<file path="config.mk">
export PLATFORM = sky130hd
export DESIGN_NAME = aes_sched_flat
export DESIGN_NICKNAME = d
export VERILOG_FILES = /design/src/rtl/aes_sched_if.sv /design/src/rtl/aes_sched.sv /design/src/flat_wrapper.sv
export SDC_FILE = /design/constraint.sdc
export NUM_CORES = 1
export LEC_CHECK = 0
export ABC_CLOCK_PERIOD_IN_PS = 2500
export BUFFER_PORTS_ARGS = -buffer_cell sky130_fd_sc_hd__buf_2
export CAP_MARGIN = 30
export CELL_PAD_IN_SITES_DETAIL_PLACEMENT = 1
export CELL_PAD_IN_SITES_GLOBAL_PLACEMENT = 2
export CORE_MARGIN = 2
export CORE_UTILIZATION = 35
export DETAILED_ROUTE_END_ITERATION = 7
export PLACE_DENSITY_LB_ADDON = 0.15
export SLEW_MARGIN = 20
export SYNTH_ARGS = -nofsm -noshare
export SYNTH_HDL_FRONTEND = slang
export SYNTH_SLANG_ARGS = --single-unit
</file>
<file path="constraint.sdc">
create_clock -name clk_in -period 2.5 [get_ports clk_in]
set_input_delay 0 -clock clk_in [delete_from_list [all_inputs] [get_ports clk_in]]
set_output_delay 0 -clock clk_in [all_outputs]
set_load 0.02 [all_outputs]
</file>
<file path="src/rtl/aes_sched_if.sv">
// Signal bundle between the requester fabric, the AES scheduler and the AES engine pins.
// The slave modport is the scheduler's view; master is the fabric/engine side.
interface aes_sched_if #(
    parameter int NUM_REQ = 2,
    parameter int IDX_W   = $clog2(NUM_REQ)
);
    logic [NUM_REQ-1:0]   req_in;
    logic [2*NUM_REQ-1:0] mode_in;
    logic [NUM_REQ-1:0]   grant_out;
    logic [NUM_REQ-1:0]   done_out;
    logic [NUM_REQ-1:0]   timeout_out;
    logic [NUM_REQ-1:0]   err_out;
    logic [2:0]           aes_ctrl_out;
    logic                 aes_complete_in;
    logic                 busy_out;
    logic [IDX_W-1:0]     owner_out;

    modport master (
        output req_in,
        output mode_in,
        output aes_complete_in,
        input  grant_out,
        input  done_out,
        input  timeout_out,
        input  err_out,
        input  aes_ctrl_out,
        input  busy_out,
        input  owner_out
    );

    modport slave (
        input  req_in,
        input  mode_in,
        input  aes_complete_in,
        output grant_out,
        output done_out,
        output timeout_out,
        output err_out,
        output aes_ctrl_out,
        output busy_out,
        output owner_out
    );
endinterface

</file>
<file path="src/rtl/aes_sched.sv">
// Round-robin owner selection for the shared AES engine with watchdog, abort and a
// mandatory one-cycle control release between jobs so the engine clears its counters.
module aes_sched #(
    parameter int NUM_REQ        = 2,
    parameter int TIMEOUT_CYCLES = 4096,
    parameter int IDX_W          = $clog2(NUM_REQ)
) (
    input  logic       clk_in,
    input  logic       rst_in,
    aes_sched_if.slave io_sched
);
    localparam int WD_W = $clog2(TIMEOUT_CYCLES);

    typedef enum logic [1:0] {
        ST_IDLE    = 2'd0,
        ST_RUN     = 2'd1,
        ST_RELEASE = 2'd2
    } state_t;

    state_t             r_state;
    logic [NUM_REQ-1:0] r_grant;
    logic [NUM_REQ-1:0] r_done;
    logic [NUM_REQ-1:0] r_timeout;
    logic [NUM_REQ-1:0] r_err;
    logic [2:0]         r_ctrl;
    logic               r_busy;
    logic [IDX_W-1:0]   r_owner;
    logic [WD_W-1:0]    r_wdog;

    state_t             w_state_nxt;
    logic [NUM_REQ-1:0] w_grant_nxt;
    logic [NUM_REQ-1:0] w_done_nxt;
    logic [NUM_REQ-1:0] w_timeout_nxt;
    logic [NUM_REQ-1:0] w_err_nxt;
    logic [2:0]         w_ctrl_nxt;
    logic [IDX_W-1:0]   w_owner_nxt;
    logic [WD_W-1:0]    w_wdog_nxt;

    logic               w_found;
    logic [IDX_W-1:0]   w_cand;
    logic [IDX_W-1:0]   w_win_idx;
    logic [1:0]         w_win_mode;
    logic [NUM_REQ-1:0] w_win_onehot;
    logic [NUM_REQ-1:0] w_owner_onehot;

    // Index base+step wrapped modulo NUM_REQ (NUM_REQ need not be a power of two).
    function automatic logic [IDX_W-1:0] rr_idx(input logic [IDX_W-1:0] base, input int step);
        int sum;
        sum = int'(base) + step;
        if (sum >= NUM_REQ) begin
            sum = sum - NUM_REQ;
        end else begin
            sum = sum;
        end
        return IDX_W'(sum);
    endfunction

    // Round-robin search from owner+1; a request with mode 00 is not a candidate.
    always_comb begin
        w_found    = 1'b0;
        w_cand     = '0;
        w_win_idx  = '0;
        w_win_mode = 2'b00;
        for (int k = 1; k <= NUM_REQ; k++) begin
            w_cand = rr_idx(r_owner, k);
            if (!w_found && io_sched.req_in[w_cand] &&
                (io_sched.mode_in[{w_cand, 1'b0} +: 2] != 2'b00)) begin
                w_found    = 1'b1;
                w_win_idx  = w_cand;
                w_win_mode = io_sched.mode_in[{w_cand, 1'b0} +: 2];
            end else begin
                w_found    = w_found;
            end
        end
    end

    // One-hot decode of the arbitration winner and of the current owner.
    always_comb begin
        w_win_onehot   = {{(NUM_REQ-1){1'b0}}, 1'b1} << w_win_idx;
        w_owner_onehot = {{(NUM_REQ-1){1'b0}}, 1'b1} << r_owner;
    end

    // Next-state and next-output logic; every output is a register loaded from here.
    always_comb begin
        w_state_nxt   = r_state;
        w_grant_nxt   = r_grant;
        w_ctrl_nxt    = r_ctrl;
        w_owner_nxt   = r_owner;
        w_wdog_nxt    = r_wdog;
        w_done_nxt    = '0;
        w_timeout_nxt = '0;
        w_err_nxt     = '0;
        case (r_state)
            ST_IDLE: begin
                if (w_found) begin
                    w_owner_nxt = w_win_idx;
                    if (w_win_mode == 2'b11) begin
                        w_err_nxt = w_win_onehot;
                    end else begin
                        w_grant_nxt = w_win_onehot;
                        w_ctrl_nxt  = {1'b0, w_win_mode};
                        w_wdog_nxt  = '0;
                        w_state_nxt = ST_RUN;
                    end
                end else begin
                    w_state_nxt = ST_IDLE;
                end
            end
            ST_RUN: begin
                w_wdog_nxt = r_wdog + WD_W'(1);
                // Abort outranks completion, and completion outranks the watchdog.
                if (!io_sched.req_in[r_owner]) begin
                    w_grant_nxt = '0;
                    w_ctrl_nxt  = 3'b000;
                    w_state_nxt = ST_RELEASE;
                end else if (io_sched.aes_complete_in) begin
                    w_grant_nxt = '0;
                    w_ctrl_nxt  = 3'b000;
                    w_done_nxt  = w_owner_onehot;
                    w_state_nxt = ST_RELEASE;
                end else if (r_wdog == WD_W'(TIMEOUT_CYCLES - 1)) begin
                    w_grant_nxt   = '0;
                    w_ctrl_nxt    = 3'b000;
                    w_timeout_nxt = w_owner_onehot;
                    w_state_nxt   = ST_RELEASE;
                end else begin
                    w_state_nxt = ST_RUN;
                end
            end
            ST_RELEASE: begin
                w_grant_nxt = '0;
                w_ctrl_nxt  = 3'b000;
                w_wdog_nxt  = '0;
                w_state_nxt = ST_IDLE;
            end
            default: begin
                w_grant_nxt = '0;
                w_ctrl_nxt  = 3'b000;
                w_wdog_nxt  = '0;
                w_state_nxt = ST_IDLE;
            end
        endcase
    end

    // State and output registers; reset parks the owner on the last index so requester 0 wins first.
    always_ff @(posedge clk_in or posedge rst_in) begin
        if (rst_in) begin
            r_state   <= ST_IDLE;
            r_grant   <= '0;
            r_done    <= '0;
            r_timeout <= '0;
            r_err     <= '0;
            r_ctrl    <= 3'b000;
            r_busy    <= 1'b0;
            r_owner   <= IDX_W'(NUM_REQ - 1);
            r_wdog    <= '0;
        end else begin
            r_state   <= w_state_nxt;
            r_grant   <= w_grant_nxt;
            r_done    <= w_done_nxt;
            r_timeout <= w_timeout_nxt;
            r_err     <= w_err_nxt;
            r_ctrl    <= w_ctrl_nxt;
            r_busy    <= (w_state_nxt != ST_IDLE);
            r_owner   <= w_owner_nxt;
            r_wdog    <= w_wdog_nxt;
        end
    end

    assign io_sched.grant_out    = r_grant;
    assign io_sched.done_out     = r_done;
    assign io_sched.timeout_out  = r_timeout;
    assign io_sched.err_out      = r_err;
    assign io_sched.aes_ctrl_out = r_ctrl;
    assign io_sched.busy_out     = r_busy;
    assign io_sched.owner_out    = r_owner;
endmodule
</file>
<file path="src/flat_wrapper.sv">
// flat-port wrapper written by rule: the top's interface ports become plain ports
module aes_sched_flat 
#(
    parameter int NUM_REQ        = 2,
    parameter int TIMEOUT_CYCLES = 4096,
    parameter int IDX_W          = $clog2(NUM_REQ)
)
  (clk_in, rst_in, io_sched_req_in, io_sched_mode_in, io_sched_aes_complete_in, io_sched_grant_out, io_sched_done_out, io_sched_timeout_out, io_sched_err_out, io_sched_aes_ctrl_out, io_sched_busy_out, io_sched_owner_out);
  aes_sched_if #(.NUM_REQ(NUM_REQ), .IDX_W(IDX_W)) io_sched_i ();
  input  logic clk_in;
  input  logic rst_in;
  input wire logic [$bits(io_sched_i.req_in)-1:0] io_sched_req_in;
  input wire logic [$bits(io_sched_i.mode_in)-1:0] io_sched_mode_in;
  input wire logic [$bits(io_sched_i.aes_complete_in)-1:0] io_sched_aes_complete_in;
  output wire logic [$bits(io_sched_i.grant_out)-1:0] io_sched_grant_out;
  output wire logic [$bits(io_sched_i.done_out)-1:0] io_sched_done_out;
  output wire logic [$bits(io_sched_i.timeout_out)-1:0] io_sched_timeout_out;
  output wire logic [$bits(io_sched_i.err_out)-1:0] io_sched_err_out;
  output wire logic [$bits(io_sched_i.aes_ctrl_out)-1:0] io_sched_aes_ctrl_out;
  output wire logic [$bits(io_sched_i.busy_out)-1:0] io_sched_busy_out;
  output wire logic [$bits(io_sched_i.owner_out)-1:0] io_sched_owner_out;
  assign io_sched_i.req_in = io_sched_req_in;
  assign io_sched_i.mode_in = io_sched_mode_in;
  assign io_sched_i.aes_complete_in = io_sched_aes_complete_in;
  assign io_sched_grant_out = io_sched_i.grant_out;
  assign io_sched_done_out = io_sched_i.done_out;
  assign io_sched_timeout_out = io_sched_i.timeout_out;
  assign io_sched_err_out = io_sched_i.err_out;
  assign io_sched_aes_ctrl_out = io_sched_i.aes_ctrl_out;
  assign io_sched_busy_out = io_sched_i.busy_out;
  assign io_sched_owner_out = io_sched_i.owner_out;
  aes_sched #(.NUM_REQ(NUM_REQ), .TIMEOUT_CYCLES(TIMEOUT_CYCLES), .IDX_W(IDX_W)) u_core (.clk_in(clk_in), .rst_in(rst_in), .io_sched(io_sched_i));
endmodule
</file>
Yosys cells after proc, flatten, opt, wreduce, memory -nomap -nowiden:

Cells that the tools add are included.

* $add $sub $neg: 5
* $lt $le $gt $ge: 5
* equal/unequal tests: 6
* shift operators: 4
* multiplexer cells: 45
* reduce and logical (&&, ||, !) cells: 11

Operator list (number)
* $mux 2: 22
* $mux 12: 2
* $pmux 12 s2: 1
* $mux 3: 5
* $add 12x1->12 const B: 1
* $eq 12x12->1 const B: 1
* $mux 1: 12
* $pmux 2 s2: 2
* $shiftx 4x3->2: 2
* $lt 1x2->1 const B: 3
* $pmux 3 s2: 1
* $reduce_bool 2->1: 3
* $ne 4x4->1 const B: 1
* $reduce_and 2->1: 2
* $shl 1x1->2 const A: 2
* $add 1x2->3 const B: 1
* $ge 3x2->1 const B: 1
* $logic_and 1x1->1: 3
* $reduce_and 3->1: 1
* $add 1x1->2 const B: 1
* $eq 2x1->1 const B: 1
* $eq 2x2->1 const B: 1
* $ge 2x2->1 const B: 1
* $logic_not 2->1: 1
* 4 further kinds: 5

* register bits after elaboration: 27
* bits of input ports: 9
* output and inout bits: 13
* logic and storage cells: 85

Longest topological paths before layout:

* depth in word-level cells: 16
* depth in mapped cells: 7

Least setup slack after synthesis:

No wires, ideal clock.

* kind: register -> register
* start: register u_core.r_owner (netlist: u_core.io_sched.owner_out)
* end: register u_core.r_wdog[3]
* setup time: 0.096 ns
* arrival: 1.734 ns
* required time: 2.404 ns
* setup slack: 0.670 ns
* cell stages (with the launch flop): 8
* cell sequence: dfstp_2 -> buf_6 -> nand3b_1 -> and2_1 -> a41oi_2 -> or2_1 -> buf_6 -> a311oi_2

* word-level cells in the longest chain between the ends: 14
* elaborated cells on any way between the ends: 28

Ends and longest elaborated chain
* start, declared: RTL line aes_sched.sv:27 `logic [IDX_W-1:0] r_owner;`
* start signal, assigned: RTL line aes_sched.sv:155 `r_owner <= IDX_W'(NUM_REQ - 1);`
* start signal, assigned: RTL line aes_sched.sv:165 `r_owner <= w_owner_nxt;`
* $add 1x1->2: RTL line aes_sched.sv:49 `sum = int'(base) + step;`
* $ge 2x2->1 or $sub 1x1->1 (tied branches): RTL line aes_sched.sv:50, aes_sched.sv:51
* $mux 1: RTL line aes_sched.sv:50 `if (sum >= NUM_REQ) begin`
* $shiftx 4x3->2 or $mux 1 (tied branches): RTL line aes_sched.sv:67, aes_sched.sv:70, aes_sched.sv:66
* $reduce_bool 2->1 or $mux 1 (tied branches): RTL line aes_sched.sv:67, aes_sched.sv:66
* $logic_and 1x1->1: RTL line aes_sched.sv:66 `if (!w_found && io_sched.req_in[w_cand] &&`
* $mux 1: RTL line aes_sched.sv:66
* $logic_not 1->1: RTL line aes_sched.sv:66
* $logic_and 1x1->1 (2 in series): RTL line aes_sched.sv:66
* $mux 2: RTL line aes_sched.sv:66
* $eq 2x2->1: RTL line aes_sched.sv:97 `if (w_win_mode == 2'b11) begin`
* $ne 2x2->1 (no source line)
* $reduce_and 2->1 (no source line) (*)
* end signal, assigned: RTL line aes_sched.sv:166 `r_wdog <= w_wdog_nxt;`
* end, declared: RTL line aes_sched.sv:28 `logic [WD_W-1:0] r_wdog;`

Mark *: on every way between the ends. The rest lies on a longest branch, timed or not. The select of a mux whose other input is x is not followed.
A chain may end at the register's enable or synchronous reset.

Worst setup path in the final report:

* start: register u_core.r_owner (netlist: u_core.io_sched.owner_out)
* end: register u_core.r_grant[0] (netlist: u_core.io_sched.grant_out[0])

* word-level cells in the longest chain between the ends: 15
* elaborated cells on any way between the ends: 38

Ends and longest elaborated chain
* $add 1x1->2: RTL line aes_sched.sv:49
* $ge 2x2->1 or $sub 1x1->1 (tied branches): RTL line aes_sched.sv:50, aes_sched.sv:51
* $mux 1: RTL line aes_sched.sv:50
* $shiftx 4x3->2 or $mux 1 (tied branches): RTL line aes_sched.sv:67, aes_sched.sv:70, aes_sched.sv:66
* $reduce_bool 2->1 or $mux 1 (tied branches): RTL line aes_sched.sv:67, aes_sched.sv:66
* $logic_and 1x1->1: RTL line aes_sched.sv:66
* $mux 1: RTL line aes_sched.sv:66
* $logic_not 1->1: RTL line aes_sched.sv:66
* $logic_and 1x1->1 (2 in series): RTL line aes_sched.sv:66
* $mux 1: RTL line aes_sched.sv:66
* $shl 1x1->2: RTL line aes_sched.sv:79 `w_win_onehot = {{(NUM_REQ-1){1'b0}}, 1'b1} << w_win_idx;`
* $mux 2: RTL line aes_sched.sv:97
* $mux 2: RTL line aes_sched.sv:95 `if (w_found) begin`
* $pmux 2 s2: RTL line aes_sched.sv:93 `case (r_state)`
* end signal, assigned: RTL line aes_sched.sv:159 `r_grant <= w_grant_nxt;`
* end, declared: RTL line aes_sched.sv:21 `logic [NUM_REQ-1:0] r_grant;`

Several ways; a longest one is shown, not always the timed one. The select of a mux whose other input is x is not followed.

==> out/qor.csv <==
metric,value,unit
crit_required,2.69,ns
hp-class,in2reg,
io_buffers,20,
ys_top_cells_by_count,"dfrtp_1, nand2_1, clkbuf_1, nand3_1, nor3_1",
clk_latency,0.27,ns
synth_compound_area_share,21.5,%
post_cts_resized,0,
yosysTopAreaCell,dfrtp_1,
grt_pass1_vias,1170,
comb_power_share,41.3,%
cts.path.max_buffers,2,
syn_avg_cell_area,9.90,sq um
grt_max_degree,19,
switchingPower,665,uW
ys_seq_area_share,45.1,%
r2r-start,u_core.io_sched.owner_out,
report.final.slew_viol_count,0,
coreArea,4000,sq um
ir_worst_vdd,0.479,mV
vias_per_cell,5.53,
pin_count,22,
gp_congestion,0.843,
grt_pass1_wl,5890,microns
crit_fanout,18,
row_count,23,
rsz0062_at_grt,no,
post_drt_wl_per_cell,17.0,microns
synthArstFlopShare,100,%
synth_edf_count,0,
syn2layout_area_growth,13.1,%
crit_arrival,2.35,ns
synth.distinct_cells,48,
p_sw_share,43.1,%
synth_nets,156,
die_h,68.3,microns
yosys.area_share.simple,22.0,%
clkPwrFrac,17.8,%
drtPass1Iterations,4,
period_share,86.1,%
clockRootBuffer,clkbuf_8,
synthXorXnorAreaFrac,2.42,%
fp.dieW,68.3,microns
cts.clk_slew.worst_paths,0.09,ns
dpl_worst_slack,0.373,ns
power_density,943,nW/um^2
fmax,0.465,GHz
synthFlopType,dfrtp_1,
share_seq_of_total_power,40.9,%
p_total,1540,uW
drc,0,
syn_area,1450,sq um
hold_viol_final,0,
criticalPathCategory,reg2reg,
dieArea,4660,sq um
endpoint_kind,register,
finalCriticalPeriod,2.15,ns
muxShareOfSynthArea,2.86,%
slew_headroom,49.7,%
drt_iter0_drc,66,
worstMarginPinSlew,0.752,ns
synth_most_common_cell,dfrtp_1,
synth_top_family_by_area,simple AND/OR/NAND/NOR gates,
cts_sinks,26,
hold_start,io_sched_aes_complete_in,
synth_top_area_share,43.3,%
nNetsFinal,173,
cts_setup_buffers,0,
synth.area.top_cells,"dfrtp_1, nand2_1, a311oi_2",
status,"finished, final reports clean",
ys_warn_count,0,
setup_violations,0,
synthAdderAreaFrac,0.866,%
cts_tree,built,
setup_slack,0.347,ns
grtUsageTotal,17.2,%
num_antenna_cells,0,
worstSetupStartpointType,register,
p_int,876,uW
fin_tns_setup,0,ns
cts-hold-fix-buffers,1,
syn_inst,146,
htreeDepth,1,
yosys_register_bits,26,
cts_buffers,3,
drive_above_1_share,21.0,%
p_leak,0.000759,uW
grt_overflow_total,0,
max-cap-violations,0,
antenna_found_initial,0,
place_hpwl,2760,microns
ant_nets,0,
critPathLaunch,u_core.io_sched.owner_out,
start_util,36.1,%
fin_skew,0.00645,ns
vias,1173,
wl,3610,microns
[routing by layer]
metal | global-route usage, % | share of wire (%) | vias up | wire length [microns]
li1 | - | - | 570 | -
met1 | 25.1 | 50 | 584 | 1800
met2 | 25.8 | 46 | 17 | 1680
met3 | 3.78 | 3.0 | 2 | 108
met4 | 3.75 | 0.50 | 0 | 18
met5 | 0 | 0 | - | 0
[cells by family after synthesis]
group,after synthesis
buffers and inverters,14
multiplexers,4
AND/OR/NAND/NOR,60
adder cells (fa/ha/maj),1
XOR/XNOR,4
AO/OA/AOI/OAI,36
other,1
flip-flops,26
[state kept, by name (all words and copies together), names as in the netlist]
| register | count |
|---|---|
| u_core.io_sched.aes_ctrl_out | 2 |
| u_core.io_sched.busy_out | 1 |
| u_core.io_sched.done_out | 2 |
| u_core.io_sched.err_out | 2 |
| u_core.io_sched.grant_out | 2 |
| u_core.io_sched.owner_out | 1 |
| u_core.io_sched.timeout_out | 2 |
| u_core.r_state | 2 |
| u_core.r_wdog | 12 |
[cell usage in the layout, fill, tap and decap left out, drive strengths merged, types with 4 or more instances in the layout]
cell type and n:
dfrtp 25, buf 22, nand2 14, nand3 7, nor3 7, and3 6
nand2b 5, a21oi 5, nor2 5, and2 4, o2bb2ai 4, clkbuf 4
[area by class of cell]
cell class / count / area [sq um]
fillers: 478 / 2370
multi-input cells: 106 / 721
flip-flops and latches: 26 / 652
repair buffers: 23 / 133
well taps: 50 / 62.6
clock buffers: 4 / 55.1
inverters: 3 / 11.3
[through the flow]
step | instance area, sq um | utilization [%] | hold slack, ns | cells
after floorplan | 1450 | - | 0.0393 | 146
after global placement | 1550 | 38.8 | 0.292 | 206
after detailed placement | 1570 | 39.2 | 0.0880 | 207
after CTS | 1630 | 40.9 | 0.000395 | 212
after global routing | 1630 | 40.9 | 0.0236 | 212
final | 1630 | 40.9 | 0.0152 | 212
[worst max-delay path, cell delays in order, from the launching register on]
cell,delay [ns]
dfstp_2,0.72
nand3b_1,0.23
and2_1,0.21
a41oi_2,0.18
o31ai_1,0.54
o2bb2ai_1,0.19
[path summary, 6_finish.rpt]
path,end,slack [ns],cells after the start
worst max-delay path,u_core.io_sched.grant_out[0],0.35,5
worst min register to register,u_core.io_sched.aes_ctrl_out[1],0.50,1
min in group asynchronous,u_core.io_sched.done_out[1],0.32,3
worst max register to register,u_core.io_sched.grant_out[0],0.35,5
worst min-delay path,u_core.io_sched.done_out[0],0.02,2
max in group asynchronous,u_core.r_state[0],1.67,4
[power by group through the flow]
stage / sequential [uW] / clock [uW] / combinational [uW]
after CTS: 630 / 288 / 650
after detailed placement: 637 / 0 / 644
after global placement: 634 / 0 / 626
after floorplan: 608 / 0 / 503
final: 630 / 274 / 637
after global routing: 649 / 302 / 709
No activity file was read; power rests on OpenSTA's default activity.
